$ cat config.mk
export PLATFORM = sky130hd
export DESIGN_NAME = conv1_pool_2x2
export DESIGN_NICKNAME = d
export VERILOG_FILES = /design/src/rtl/conv1_pool_2x2.sv
export SDC_FILE = /design/constraint.sdc
export NUM_CORES = 1
export LEC_CHECK = 0
export CAP_MARGIN = 15
export CORE_MARGIN = 4
export CORE_UTILIZATION = 51
export CTS_CLUSTER_DIAMETER = 120
export CTS_CLUSTER_SIZE = 40
export DETAILED_ROUTE_END_ITERATION = 8
export PLACE_DENSITY_LB_ADDON = 0.08
export SLEW_MARGIN = 20
export SYNTH_ARGS = -nofsm -noshare
export SYNTH_HDL_FRONTEND = slang
export SYNTH_SLANG_ARGS = --single-unit
$ cat constraint.sdc
create_clock -name clk -period 8 [get_ports clk]
set_input_delay 1.6 -clock clk [delete_from_list [all_inputs] [get_ports clk]]
set_output_delay 1.6 -clock clk [all_outputs]
set_load 0.1 [all_outputs]
$ cat src/rtl/conv1_pool_2x2.sv
// conv1_pool_2x2
//   Streaming 2x2 / stride-2 max-pool followed by ReLU. Consumes one conv1
//   output map in raster order and emits the pooled map in raster order as a
//   valid-qualified stream. One instance per conv1 channel.
//
// Ports
//   clk        : rising-edge clock
//   rst        : synchronous active-high reset (priority over valid_in)
//   valid_in   : in_data carries a pixel this cycle
//   in_data    : signed conv1 pixel, raster order
//   out_data   : pooled + ReLU'd pixel (never negative), held between pulses
//   valid_out  : one-cycle pulse per pooled pixel
//   frame_done : one-cycle pulse with valid_out of the last pooled pixel
module conv1_pool_2x2 #(
  parameter int IN_WIDTH  = 24,
  parameter int IN_HEIGHT = 24,
  parameter int DATA_BIT  = 12
) (
  input  logic                       clk,
  input  logic                       rst,
  input  logic                       valid_in,
  input  logic signed [DATA_BIT-1:0] in_data,
  output logic        [DATA_BIT-1:0] out_data,
  output logic                       valid_out,
  output logic                       frame_done
);

  localparam int COL_W    = (IN_WIDTH  > 1) ? $clog2(IN_WIDTH)  : 1;
  localparam int ROW_W    = (IN_HEIGHT > 1) ? $clog2(IN_HEIGHT) : 1;
  localparam int LB_DEPTH = IN_WIDTH / 2;
  localparam int LB_AW    = (LB_DEPTH > 1) ? $clog2(LB_DEPTH) : 1;

  // Signed maximum of two pixels.
  function automatic logic signed [DATA_BIT-1:0] smax(
    input logic signed [DATA_BIT-1:0] a,
    input logic signed [DATA_BIT-1:0] b
  );
    return (a > b) ? a : b;
  endfunction

  // ReLU: negative values (sign bit set) clamp to zero.
  function automatic logic [DATA_BIT-1:0] relu(input logic signed [DATA_BIT-1:0] m);
    return m[DATA_BIT-1] ? {DATA_BIT{1'b0}} : m;
  endfunction

  logic        [COL_W-1:0]    r_col;
  logic        [ROW_W-1:0]    r_row;
  logic signed [DATA_BIT-1:0] r_hold;
  logic signed [DATA_BIT-1:0] r_linebuf [LB_DEPTH];
  logic        [DATA_BIT-1:0] r_out_data;
  logic                       r_valid_out;
  logic                       r_frame_done;

  logic        [COL_W-1:0]    w_col_half;
  logic        [LB_AW-1:0]    w_lb_idx;
  logic signed [DATA_BIT-1:0] w_lb_rd;
  logic signed [DATA_BIT-1:0] w_max_hp;
  logic signed [DATA_BIT-1:0] w_max_lp;
  logic                       w_col_last;
  logic                       w_row_last;

  // Each line-buffer entry covers one horizontal pair of input columns.
  assign w_col_half = r_col >> 1;
  assign w_lb_idx   = w_col_half[LB_AW-1:0];
  assign w_lb_rd    = r_linebuf[w_lb_idx];
  assign w_max_hp   = smax(r_hold, in_data);
  assign w_max_lp   = smax(w_lb_rd, in_data);
  assign w_col_last = (r_col == COL_W'(IN_WIDTH - 1));
  assign w_row_last = (r_row == ROW_W'(IN_HEIGHT - 1));

  // Raster counters, hold register and registered outputs.
  always_ff @(posedge clk) begin
    if (rst) begin
      r_col        <= {COL_W{1'b0}};
      r_row        <= {ROW_W{1'b0}};
      r_hold       <= {DATA_BIT{1'b0}};
      r_out_data   <= {DATA_BIT{1'b0}};
      r_valid_out  <= 1'b0;
      r_frame_done <= 1'b0;
    end else begin
      r_valid_out  <= 1'b0;
      r_frame_done <= 1'b0;
      if (valid_in) begin
        if (w_col_last) begin
          r_col <= {COL_W{1'b0}};
          r_row <= w_row_last ? {ROW_W{1'b0}} : r_row + ROW_W'(1);
        end else begin
          r_col <= r_col + COL_W'(1);
        end
        // Odd-column, even-row beats only touch the line buffer (separate block).
        case ({r_row[0], r_col[0]})
          2'b00: r_hold <= in_data;
          2'b10: r_hold <= w_max_lp;
          2'b11: begin
            r_out_data   <= relu(w_max_hp);
            r_valid_out  <= 1'b1;
            r_frame_done <= w_col_last && w_row_last;
          end
          default: r_hold <= r_hold;
        endcase
      end
    end
  end

  // Line buffer: top-row pair maximum, consumed on the following row.
  always_ff @(posedge clk) begin
    if (!rst && valid_in && !r_row[0] && r_col[0]) begin
      r_linebuf[w_lb_idx] <= w_max_hp;
    end
  end

  assign out_data   = r_out_data;
  assign valid_out  = r_valid_out;
  assign frame_done = r_frame_done;

endmodule
==> impl_metrics.tcl <==
set metrics [dict create \
    status "finished, final reports clean" \
    dp_hpwl_um 10070 \
    cp_max_fo 25 \
    die_area_sq_um 17520 \
    syn-num-nets 536 \
    clk_pin_slew_ns 0.07 \
    antenna_found_initial 0 \
    syn_area_sq_um 7888 \
    async_reset_ff_share_pct 0 \
    drt_iter0_drc 233 \
    min_path_type "register to register" \
    n_fill_cell 1191 \
    cts_hold_repair.buffers 0 \
    drc_errors 0 \
    p_leak_nw 3.193 \
    wl_um 15330 \
    cts_max_level 4 \
    die_y_um 132.4 \
    worstSkewPairLatency_ns 0.43 \
    cts-resized-gates 0 \
    clockRootBuffer "clkbuf_16" \
    ir_worst_vdd_v 0.0001536 \
    synthTopCellsByArea "edfxtp_1 (55%), dfxtp_1 (9.9%), mux4_2 (7.7%), ha_1 (4.1%), mux4_1 (3.0%)" \
    numCtsBuffers 17 \
    rows 45 \
    cp.required_ns 8.35 \
    coreArea_sq_um 15200 \
    wl_per_cell_um 20.88 \
    synth.avg_cell_area_sq_um 15.93 \
    path_class "register to register" \
    synthCells 495 \
    seq_area_frac_synth_pct 64.72 \
    rsz0062_at_grt "no" \
    cts_sinks 183 \
    endpoint_kind "register" \
    design_area_sq_um 8952 \
    cts_tree "yes" \
    skew_ns 0.008804 \
    yosysMostFrequentCell "edfxtp_1" \
    vias 4301 \
    gr-total-overflow 0 \
    synth_edf_count 144 \
    slowest_delay_ns 0.84 \
    synth_common_cells "edfxtp_1 (144), dfxtp_1 (39), inv_1 (31)" \
    synth_cell_type_count 47 \
    fmax_ghz 0.2062 \
    cap_viol_max_count 0 \
    ys_seq_elements 183 \
    crit_chain "buf_4, mux4_1, nor2b_1, a211oi_1, a21oi_1, ha_1, a41oi_1, o21ai_0, a221o_1, a211oi_2, a22oi_1, o21ai_0" \
    relSlewSlack_pct 29.63 \
    tns_ns 0 \
    grt_max_degree 36 \
    syn_to_final_growth_pct 13.50 \
    ioPinCount 29 \
    start_kind "register" \
    clockBufferDepth 2 \
    gp_congestion 0.7554 \
    portBuffers 27 \
    min_from "r_hold[11]" \
    worst_pin_slew_ns 1.052 \
    fin_crit_ns 4.849 \
    synth_top_area_share_pct 54.82 \
    grt_util_all_layers_pct 18.61 \
    period_share_pct 60.61 \
    synth_top_cell_by_area "edfxtp_1" \
    start_util_pct 51.88 \
    finalHoldViolations 0 \
    final_nets 574 \
    grt_pass1_vias 4437 \
    ys.flop_type "edfxtp_1" \
    viasPerCell 5.860 \
    placed_area_sq_um 8387 \
    yosysWarnings 0 \
    drtPass1Iterations 4 \
    grt_first_pass_wirelength_um 24630 \
    die_w_um 132.4 \
    slew_viol_final 0 \
    critPathArrivalTime_ns 5.20 \
    drtAntennaViolNets 0 \
    diodes 0 \
    p_per_area_nw_per_um2 223.2 \
    crit_top_cell "o21ai_0" \
    preCtsSetupSlack_ns 2.737 \
    worst_path_max_delay_cell "a211oi_2" \
    final-setup-viol-count 0 \
    layout_setup_ws_ns 3.151 \
    cts_setup_buffers 0 \
    drive_gt1_share_pct 17.58 \
]
-- report_power, final --
| group | switching (mW) | internal, mW | total, mW |
|---|---|---|---|
| combinational | 0.0910 | 0.0616 | 0.153 |
| sequential | 0.0100 | 1.05 | 1.06 |
| clock | 0.353 | 0.429 | 0.783 |
-- cell type report --
type / count / area (sq um) / area share [%]
flip-flops and latches: 183 / 5106 / 57.04
clock buffers: 17 / 425.4 / 4.752
repair buffers: 44 / 397.9 / 4.444
inverters: 31 / 116.4 / 1.300
clock inverters: 15 / 127.6 / 1.426
multi-input cells: 256 / 2544 / 28.41
well taps: 188 / 235.2 / 2.628
-- layer usage --
metal	vias up	track usage (%)	part of all wire [%]
met4	0	6.813	1.7
li1	2028	-	-
met5	-	0	0
met3	19	3.855	3.5
met2	79	30.46	49
met1	2175	24.82	46
-- registers in the layout (all words and copies together) (netlist names), named ones only --
name        cells
valid_out       1
r_row           5
r_linebuf     144
frame_done      1
out_data       11
r_col           5
r_hold         12
-- final timing paths --
kind,to,slack [ns],cells after the start
hold / removal,r_hold[11],0.52,1
hold reg to reg,r_hold[11],0.52,1
setup reg to reg,r_hold[0],3.15,12
setup / recovery,r_hold[0],3.15,12
-- critical path: cells and delay by family (launching register included) --
family,cells,cell delay (ns)
multiplexers,1,0.61
AO/OA/AOI/OAI,8,2.60
adder cells (fa/ha/maj),1,0.32
AND/OR/NAND/NOR,1,0.15
flip-flops,1,0.57
buffers and inverters,1,0.52
-- cell families after synthesis --
kind of cell	synth area share (%)
AO/OA/AOI/OAI	7.075
XOR/XNOR	0.4442
adder cells (fa/ha/maj)	4.124
buffers and inverters	3.458
flip-flops	64.72
multiplexers	13.31
other	0.04754
AND/OR/NAND/NOR	6.821
-- layout by cell type, fill, tap and decap left out, drive strengths merged, types with 7 or more instances in the layout --
master,instances
edfxtp,144
mux2i,7
nor2b,13
and2,13
a21oi,18
a211oi,13
and3,11
clkinv,9
clkbuf,17
nand2,8
mux4,36
clkdlybuf4s50,27
nor2,28
dfxtp,39
mux2,12
inv,35
a221o,23
buf,17
ha,26
-- per-stage QoR --
stage | hold WS [ns] | util [%] | total power, mW | std cells
2_1_floorplan | 0.4728 | - | 1.192 | 495
6_report | 0.5239 | 58.89 | 1.998 | 734
3_5_place_dp | 0.5011 | 55.17 | 1.237 | 702
4_1_cts | 0.5238 | 58.81 | 2.017 | 734
5_1_grt | 0.5766 | 58.89 | 2.078 | 734
3_3_place_gp | 0.4924 | 55.17 | 1.232 | 702
(Power assumes the default switching activity.)
